<file path="config.mk">
export PLATFORM = sky130hd
export DESIGN_NAME = input_transfer_scheduler_flat
export DESIGN_NICKNAME = d
export VERILOG_FILES = /design/src/rtl/input_transfer_scheduler_if.sv /design/src/rtl/input_transfer_scheduler.sv /design/src/flat_wrapper.sv
export SDC_FILE = /design/constraint.sdc
export NUM_CORES = 1
export LEC_CHECK = 0
export CORE_AREA = 2 2 252 254
export CTS_BUF_LIST = sky130_fd_sc_hd__clkbuf_2
export CTS_CLUSTER_SIZE = 30
export DETAILED_ROUTE_END_ITERATION = 8
export DIE_AREA = 0 0 254 256
export MAX_ROUTING_LAYER = met4
export PLACE_DENSITY_LB_ADDON = 0.05
export SYNTH_ARGS = -nofsm -noshare
export SYNTH_HDL_FRONTEND = slang
export SYNTH_SLANG_ARGS = --single-unit
export TNS_END_PERCENT = 30
</file>
<file path="constraint.sdc">
create_clock -name i_clock -period 20.6 [get_ports i_clock]
set_input_delay 2.06 -clock i_clock [delete_from_list [all_inputs] [get_ports i_clock]]
set_output_delay 2.06 -clock i_clock [all_outputs]
set_load 0.1 [all_outputs]
</file>
<file path="src/rtl/input_transfer_scheduler_if.sv">
// Handshake and bus bundle for input_transfer_scheduler: control, BRAM read port, output stream.
// slave = the scheduler itself, master = whatever drives it.
interface input_transfer_scheduler_if #(
  parameter int DATA_WIDTH = 32,
  parameter int ROW_LANES  = 3,
  parameter int ADDR_WIDTH = 16,
  parameter int CH_WIDTH   = 8,
  parameter int COL_WIDTH  = 8,
  parameter int PASS_WIDTH = 8
);
  logic                            i_start;
  logic                            i_abort;
  logic [CH_WIDTH-1:0]             i_channels;
  logic [COL_WIDTH-1:0]            i_cols;
  logic [PASS_WIDTH-1:0]           i_passes;
  logic [ADDR_WIDTH-1:0]           i_base_addr;
  logic                            o_rd_en;
  logic [ADDR_WIDTH-1:0]           o_rd_addr;
  logic [ROW_LANES*DATA_WIDTH-1:0] i_rd_data;
  logic [ROW_LANES*DATA_WIDTH-1:0] o_data;
  logic                            o_valid;
  logic                            i_ready;
  logic                            o_busy;
  logic                            o_done;
  logic [PASS_WIDTH-1:0]           o_pass_index;

  modport slave (
    input  i_start, i_abort, i_channels, i_cols, i_passes, i_base_addr, i_rd_data, i_ready,
    output o_rd_en, o_rd_addr, o_data, o_valid, o_busy, o_done, o_pass_index
  );

  modport master (
    output i_start, i_abort, i_channels, i_cols, i_passes, i_base_addr, i_rd_data, i_ready,
    input  o_rd_en, o_rd_addr, o_data, o_valid, o_busy, o_done, o_pass_index
  );
endinterface

</file>
<file path="src/rtl/input_transfer_scheduler.sv">
// Streams channels*cols BRAM words per pass, P passes, into a credit-gated skid buffer; BRAM_LATENCY+1 cycles
// from issue decision to buffered beat. Downstream stalls throttle reads via credit, so the buffer never overflows.
module input_transfer_scheduler #(
  parameter int DATA_WIDTH   = 32,
  parameter int ROW_LANES    = 3,
  parameter int ADDR_WIDTH   = 16,
  parameter int CH_WIDTH     = 8,
  parameter int COL_WIDTH    = 8,
  parameter int PASS_WIDTH   = 8,
  parameter int BRAM_LATENCY = 2,
  parameter int BUF_DEPTH    = 8
) (
  input logic                    i_clock,
  input logic                    i_reset,
  input_transfer_scheduler_if.slave bus
);

  localparam int LW = ROW_LANES * DATA_WIDTH;
  localparam int NW = CH_WIDTH + COL_WIDTH;
  localparam int PW = $clog2(BUF_DEPTH);
  localparam int CW = PW + 2;
  localparam int SW = ADDR_WIDTH + NW;

  typedef enum logic [1:0] {IDLE, ISSUE, DRAIN, DONE} state_t;

  state_t                  state_q;
  logic [NW-1:0]           n_last_q, offset_q;
  logic [PASS_WIDTH-1:0]   p_last_q, pass_q, pidx_q;
  logic [ADDR_WIDTH-1:0]   base_q, rd_addr_q;
  logic                    rd_en_q, done_q;
  logic [BRAM_LATENCY-1:0] sr_q;
  logic [LW-1:0]           mem_q [BUF_DEPTH];
  logic [PW-1:0]           wr_ptr_q, rd_ptr_q;
  logic [CW-1:0]           count_q;

  logic                    push, pop, credit_ok;
  logic [CW-1:0]           inflight, committed;
  logic [NW-1:0]           n_frame;
  logic [SW-1:0]           addr_sum;
  logic [BRAM_LATENCY:0]   sr_shift;

  // The read presented this cycle counts as in flight, so credit is never double-spent.
  always_comb begin
    inflight = CW'(rd_en_q);
    for (int i = 0; i < BRAM_LATENCY; i++) begin
      inflight = inflight + CW'(sr_q[i]);
    end
    committed = count_q + inflight;
  end

  assign credit_ok = committed < CW'(BUF_DEPTH);
  assign push      = sr_q[BRAM_LATENCY-1];
  assign pop       = (count_q != '0) && bus.i_ready;
  assign n_frame   = {{COL_WIDTH{1'b0}}, bus.i_channels} * {{CH_WIDTH{1'b0}}, bus.i_cols};
  assign addr_sum  = {{NW{1'b0}}, base_q} + {{ADDR_WIDTH{1'b0}}, offset_q};
  assign sr_shift  = {sr_q, rd_en_q};

  always_ff @(posedge i_clock or negedge i_reset) begin
    if (!i_reset) begin
      state_q   <= IDLE;
      n_last_q  <= '0;
      offset_q  <= '0;
      p_last_q  <= '0;
      pass_q    <= '0;
      pidx_q    <= '0;
      base_q    <= '0;
      rd_addr_q <= '0;
      rd_en_q   <= 1'b0;
      done_q    <= 1'b0;
    end else if (bus.i_abort) begin
      state_q <= IDLE;
      rd_en_q <= 1'b0;
      done_q  <= 1'b0;
    end else begin
      rd_en_q <= 1'b0;
      done_q  <= 1'b0;
      unique case (state_q)
        IDLE: begin
          if (bus.i_start) begin
            base_q   <= bus.i_base_addr;
            n_last_q <= n_frame - NW'(1);
            p_last_q <= (bus.i_passes == '0) ? '0 : bus.i_passes - PASS_WIDTH'(1);
            offset_q <= '0;
            pass_q   <= '0;
            pidx_q   <= '0;
            state_q  <= ((bus.i_channels == '0) || (bus.i_cols == '0)) ? DONE : ISSUE;
          end
        end
        ISSUE: begin
          if (credit_ok) begin
            rd_en_q   <= 1'b1;
            rd_addr_q <= addr_sum[ADDR_WIDTH-1:0];
            pidx_q    <= pass_q;
            if (offset_q == n_last_q) begin
              offset_q <= '0;
              if (pass_q == p_last_q) state_q <= DRAIN;
              else                    pass_q  <= pass_q + PASS_WIDTH'(1);
            end else begin
              offset_q <= offset_q + NW'(1);
            end
          end
        end
        DRAIN: begin
          if ((inflight == '0) && (count_q == '0)) state_q <= DONE;
        end
        DONE: begin
          done_q  <= 1'b1;
          state_q <= IDLE;
        end
        default: state_q <= IDLE;
      endcase
    end
  end

  always_ff @(posedge i_clock or negedge i_reset) begin
    if (!i_reset) begin
      sr_q     <= '0;
      wr_ptr_q <= '0;
      rd_ptr_q <= '0;
      count_q  <= '0;
    end else if (bus.i_abort) begin
      sr_q     <= '0;
      wr_ptr_q <= '0;
      rd_ptr_q <= '0;
      count_q  <= '0;
    end else begin
      sr_q <= sr_shift[BRAM_LATENCY-1:0];
      if (push) wr_ptr_q <= wr_ptr_q + PW'(1);
      if (pop)  rd_ptr_q <= rd_ptr_q + PW'(1);
      case ({push, pop})
        2'b10:   count_q <= count_q + CW'(1);
        2'b01:   count_q <= count_q - CW'(1);
        default: count_q <= count_q;
      endcase
    end
  end

  // Storage needs no reset: o_data is masked to zero whenever the buffer is empty.
  always_ff @(posedge i_clock) begin
    if (push) mem_q[wr_ptr_q] <= bus.i_rd_data;
  end

  assign bus.o_rd_en      = rd_en_q;
  assign bus.o_rd_addr    = rd_addr_q;
  assign bus.o_valid      = (count_q != '0);
  assign bus.o_data       = (count_q != '0) ? mem_q[rd_ptr_q] : '0;
  assign bus.o_busy       = (state_q == ISSUE) || (state_q == DRAIN);
  assign bus.o_done       = done_q;
  assign bus.o_pass_index = pidx_q;

endmodule

</file>
<file path="src/flat_wrapper.sv">
// flat-port wrapper written by rule: the top's interface ports become plain ports
module input_transfer_scheduler_flat 
#(
  parameter int DATA_WIDTH   = 32,
  parameter int ROW_LANES    = 3,
  parameter int ADDR_WIDTH   = 16,
  parameter int CH_WIDTH     = 8,
  parameter int COL_WIDTH    = 8,
  parameter int PASS_WIDTH   = 8,
  parameter int BRAM_LATENCY = 2,
  parameter int BUF_DEPTH    = 8
)
  (i_clock, i_reset, bus_i_start, bus_i_abort, bus_i_channels, bus_i_cols, bus_i_passes, bus_i_base_addr, bus_i_rd_data, bus_i_ready, bus_o_rd_en, bus_o_rd_addr, bus_o_data, bus_o_valid, bus_o_busy, bus_o_done, bus_o_pass_index);
  input_transfer_scheduler_if #(.DATA_WIDTH(DATA_WIDTH), .ROW_LANES(ROW_LANES), .ADDR_WIDTH(ADDR_WIDTH), .CH_WIDTH(CH_WIDTH), .COL_WIDTH(COL_WIDTH), .PASS_WIDTH(PASS_WIDTH)) bus_i ();
  input logic i_clock;
  input logic i_reset;
  input wire logic [$bits(bus_i.i_start)-1:0] bus_i_start;
  input wire logic [$bits(bus_i.i_abort)-1:0] bus_i_abort;
  input wire logic [$bits(bus_i.i_channels)-1:0] bus_i_channels;
  input wire logic [$bits(bus_i.i_cols)-1:0] bus_i_cols;
  input wire logic [$bits(bus_i.i_passes)-1:0] bus_i_passes;
  input wire logic [$bits(bus_i.i_base_addr)-1:0] bus_i_base_addr;
  input wire logic [$bits(bus_i.i_rd_data)-1:0] bus_i_rd_data;
  input wire logic [$bits(bus_i.i_ready)-1:0] bus_i_ready;
  output wire logic [$bits(bus_i.o_rd_en)-1:0] bus_o_rd_en;
  output wire logic [$bits(bus_i.o_rd_addr)-1:0] bus_o_rd_addr;
  output wire logic [$bits(bus_i.o_data)-1:0] bus_o_data;
  output wire logic [$bits(bus_i.o_valid)-1:0] bus_o_valid;
  output wire logic [$bits(bus_i.o_busy)-1:0] bus_o_busy;
  output wire logic [$bits(bus_i.o_done)-1:0] bus_o_done;
  output wire logic [$bits(bus_i.o_pass_index)-1:0] bus_o_pass_index;
  assign bus_i.i_start = bus_i_start;
  assign bus_i.i_abort = bus_i_abort;
  assign bus_i.i_channels = bus_i_channels;
  assign bus_i.i_cols = bus_i_cols;
  assign bus_i.i_passes = bus_i_passes;
  assign bus_i.i_base_addr = bus_i_base_addr;
  assign bus_i.i_rd_data = bus_i_rd_data;
  assign bus_i.i_ready = bus_i_ready;
  assign bus_o_rd_en = bus_i.o_rd_en;
  assign bus_o_rd_addr = bus_i.o_rd_addr;
  assign bus_o_data = bus_i.o_data;
  assign bus_o_valid = bus_i.o_valid;
  assign bus_o_busy = bus_i.o_busy;
  assign bus_o_done = bus_i.o_done;
  assign bus_o_pass_index = bus_i.o_pass_index;
  input_transfer_scheduler #(.DATA_WIDTH(DATA_WIDTH), .ROW_LANES(ROW_LANES), .ADDR_WIDTH(ADDR_WIDTH), .CH_WIDTH(CH_WIDTH), .COL_WIDTH(COL_WIDTH), .PASS_WIDTH(PASS_WIDTH), .BRAM_LATENCY(BRAM_LATENCY), .BUF_DEPTH(BUF_DEPTH)) u_core (.i_clock(i_clock), .i_reset(i_reset), .bus(bus_i));
endmodule
</file>
==> results.yml <==
global_route:
  grt_max_degree: 136
  grt_first_pass_wirelength_um: 122000
  grt_pass1_vias: 21547
  grtUsageTotal_pct: 25.9
  grt_antenna_before_repair: 12
  grt_overflow_total: 0
clock_network:
  cts_max_path_buffers: 3
  cts_tree: "done"
  holdBufCountCts: 0
  path_clk_slew_ns: 0.11
  clock_sinks: 873
  cts_setup_buffers: 0
  cts_buffers: 209
  ctsRootBufferMaster: "clkbuf_2"
  clock_latency_ns: 1.38
  cts_resized: 0
  htreeDepth: 4
synth:
  syn-cell-area_um2: 37200
  yosysUniqueCellTypes: 63
  synth-edff-count: 768
  syn_nets: 2406
  synth_top_cell_area_share_pct: 62.0
  synthCells: 2150
  async_flop_share_pct: 12.0
  synth_seq_cells: 873
  synthTopCellsByArea: "edfxtp_1, mux4_2, dfrtp_1, mux2i_1, ha_1"
  ys_seq_area_share_pct: 69.1
  synth_ff_type: "edfxtp_1"
  synth_area_leader_cell: "edfxtp_1"
  yosys_warnings: 0
  avgSynthCellArea_um2: 17.3
drt:
  drt_first_pass_iters: 5
  avgRoutedWirePerCell_um: 22.1
  wirelength_um: 79200
  viasPerCell: 5.68
  vias: 20301
  drc: 0
  drt_iter0_drc: 1326
  antenna_left: 0
worst_setup_path:
  crit_chain: "buf_4, buf_4, mux4_2, mux2i_1, nor2_1, clkdlybuf4s50_1"
  rr_startpoint: "u_core.count_q[1]"
  startpoint_type: "flop"
  startpoint: "u_core.rd_ptr_q[0]"
  r2r_end: "u_core.count_q[4]"
  crit_fanout: 53
  reg2reg_slack_ns: 16.44
  ff2ff_path_depth: 13
  required_ns: 18.54
  slowest_delay_ns: 1.09
  worst_path_most_repeated_cell: "buf_4"
  critPathSlowestCell: "clkdlybuf4s50_1"
  end_kind: "primary output"
  arrival_ns: 6.17
  critPathBufInv: 3
  cp_top_family: "buffers and inverters"
  critPathKind: "flop to primary output"
floorplanning:
  die_x_um: 254
  core_um2: 62400
  rows: 92
  die_h_um: 256
  dieArea_um2: 65000
  start_util_pct: 59.6
  io_pins: 265
timing:
  slew_headroom_pct: 23.8
  period_needed_ns: 8.23
  worst_pin_slew_ns: 1.14
  drv_slew: 0
  fin_crit_sh_pct: 39.9
  max_freq_ghz: 0.122
  skew_ns: 0.0864
  finalSetupTns_ns: 0
  setup_violations: 0
  whs_ns: 0.476
  hold_violations: 0
  rsz0062_at_grt: "no"
final_layout:
  layout.nets: 2804
  layout_common_cells: "edfxtp_1, clkbuf_2, clkdlybuf4s50_1"
  syn2layout_area_growth_pct: 14.7
  layout_commonest_cell: "edfxtp_1"
  drive_above_1_share_pct: 21.3
min_path:
  min_to: "u_core.bus.o_pass_index[5]"
  hp-class: "flop to flop"
  worstHoldStart: "u_core.bus.o_pass_index[5]"
  hold_path_depth: 2
power:
  peakVddDrop_mv: 0.204
  total_leakage_power_nw: 15.0
  powerDensity_nw_per_um2: 140
placed_design:
  gp_congestion: 0.835
  dp_hpwl_um: 45100
  portBuffers: 264
job:
  drv_cap: 0
run_status:
  status: "completed"
## cells by family (layout without fill, tap and decap cells)
| group | after synthesis | count (layout) | share of synthesized area [%] |
|---|---|---|---|
| AO/OA/AOI/OAI | 150 | 150 | 2.52 |
| flip-flops | 873 | 873 | 69.1 |
| other | 0 | 12 | 0 |
| multiplexers | 299 | 299 | 14.5 |
| adder cells (fa/ha/maj) | 115 | 115 | 4.76 |
| XOR/XNOR | 65 | 65 | 1.53 |
| AND/OR/NAND/NOR | 458 | 458 | 5.52 |
| buffers and inverters | 190 | 757 | 2.04 |
## routing by layer
layer | part of all wire, % | up-vias | GRT usage, %
met4 | 2.6 | 0 | 9.74
met1 | 40 | 10376 | 31.3
met3 | 6.0 | 127 | 6.26
met5 | 0 | - | -
met2 | 52 | 596 | 42.4
li1 | - | 9202 | -
## layout make-up
type                    instances  area, µm²
flip-flops and latches        873      25700
fillers                      4398      19700
multi-input cells            1087      10800
repair buffers                290       2850
clock buffers                 321       1610
well taps                     846       1060
inverters                      87        327
clock inverters                59        290
diodes                         12       30.0
## per-stage QoR
stage	power (W)	setup WS (ns)	instances	area (µm²)	util [%]
2_1_floorplan	0.00425	12.62	2150	37200	-
3_3_place_gp	0.00491	13.56	3183	40700	65.3
3_5_place_dp	0.00493	13.54	3183	40700	65.3
4_1_cts	0.00603	12.00	3563	42600	68.3
5_1_grt	0.00626	11.78	3575	42600	68.4
6_report	0.00596	12.37	3575	42600	68.4
## flip-flops by register name, indices dropped and copies added, names as in the netlist
register and count:
u_core.bus.o_rd_en 1, u_core.bus.o_done 1, u_core.wr_ptr_q 3, u_core.n_last_q 16, u_core.pass_q 8, u_core.bus.o_pass_index 8
u_core.mem_q 768, u_core.count_q 5, u_core.offset_q 16, u_core.base_q 16, u_core.bus.o_rd_addr 16, u_core.p_last_q 8
u_core.sr_q 2, u_core.state_q 2, u_core.rd_ptr_q 3
## power by group
part,internal [W],switching [W],total [W]
clock network,0.000429,0.000662,0.00109
logic,0.000803,0.00197,0.00277
registers,0.00200,0.000101,0.00210
## Yosys cell counts, drive strengths merged, types with 3 or more instances
library cell / instances
a211oi: 7
a21o: 10
a21oi: 29
a31o: 4
a32o: 3
and2: 32
and3: 11
buf: 44
clkbuf: 59
dfrtp: 105
edfxtp: 768
fa: 44
ha: 71
inv: 87
mux2: 3
mux2i: 104
mux4: 192
nand2: 175
nand2b: 10
nand3: 25
nand4: 8
nor2: 146
nor2b: 7
nor3: 11
nor4: 19
o211ai: 3
o21a: 6
o21ai: 60
o311ai: 3
o31a: 3
o31ai: 5
or4: 3
xnor2: 29
xor2: 36
## worst reg2reg max path, stage by stage, from the launching register on
cell and delay, ns:
dfrtp_1 0.47, nor3_1 0.20, and2_4 0.57, buf_4 0.83
inv_2 0.23, nand2_1 0.25, nor2_1 0.14, fa_1 0.44
a21o_1 0.18, a21oi_1 0.20, nor2b_1 0.07, a2bb2oi_1 0.19
xor2_1 0.15, nor2_1 0.05
## worst max path at each step
stage	to	slack, ns	cells past startpoint
after CTS	bus_o_data[62]	12.00	6
after detailed placement	bus_o_data[62]	13.54	6
final	bus_o_data[75]	12.37	6
after global routing	bus_o_data[75]	11.78	6
after global placement	bus_o_data[62]	13.56	6
after floorplan	u_core.mem_q[0][0]	12.62	3
No activity file was read; power rests on OpenSTA's default activity.
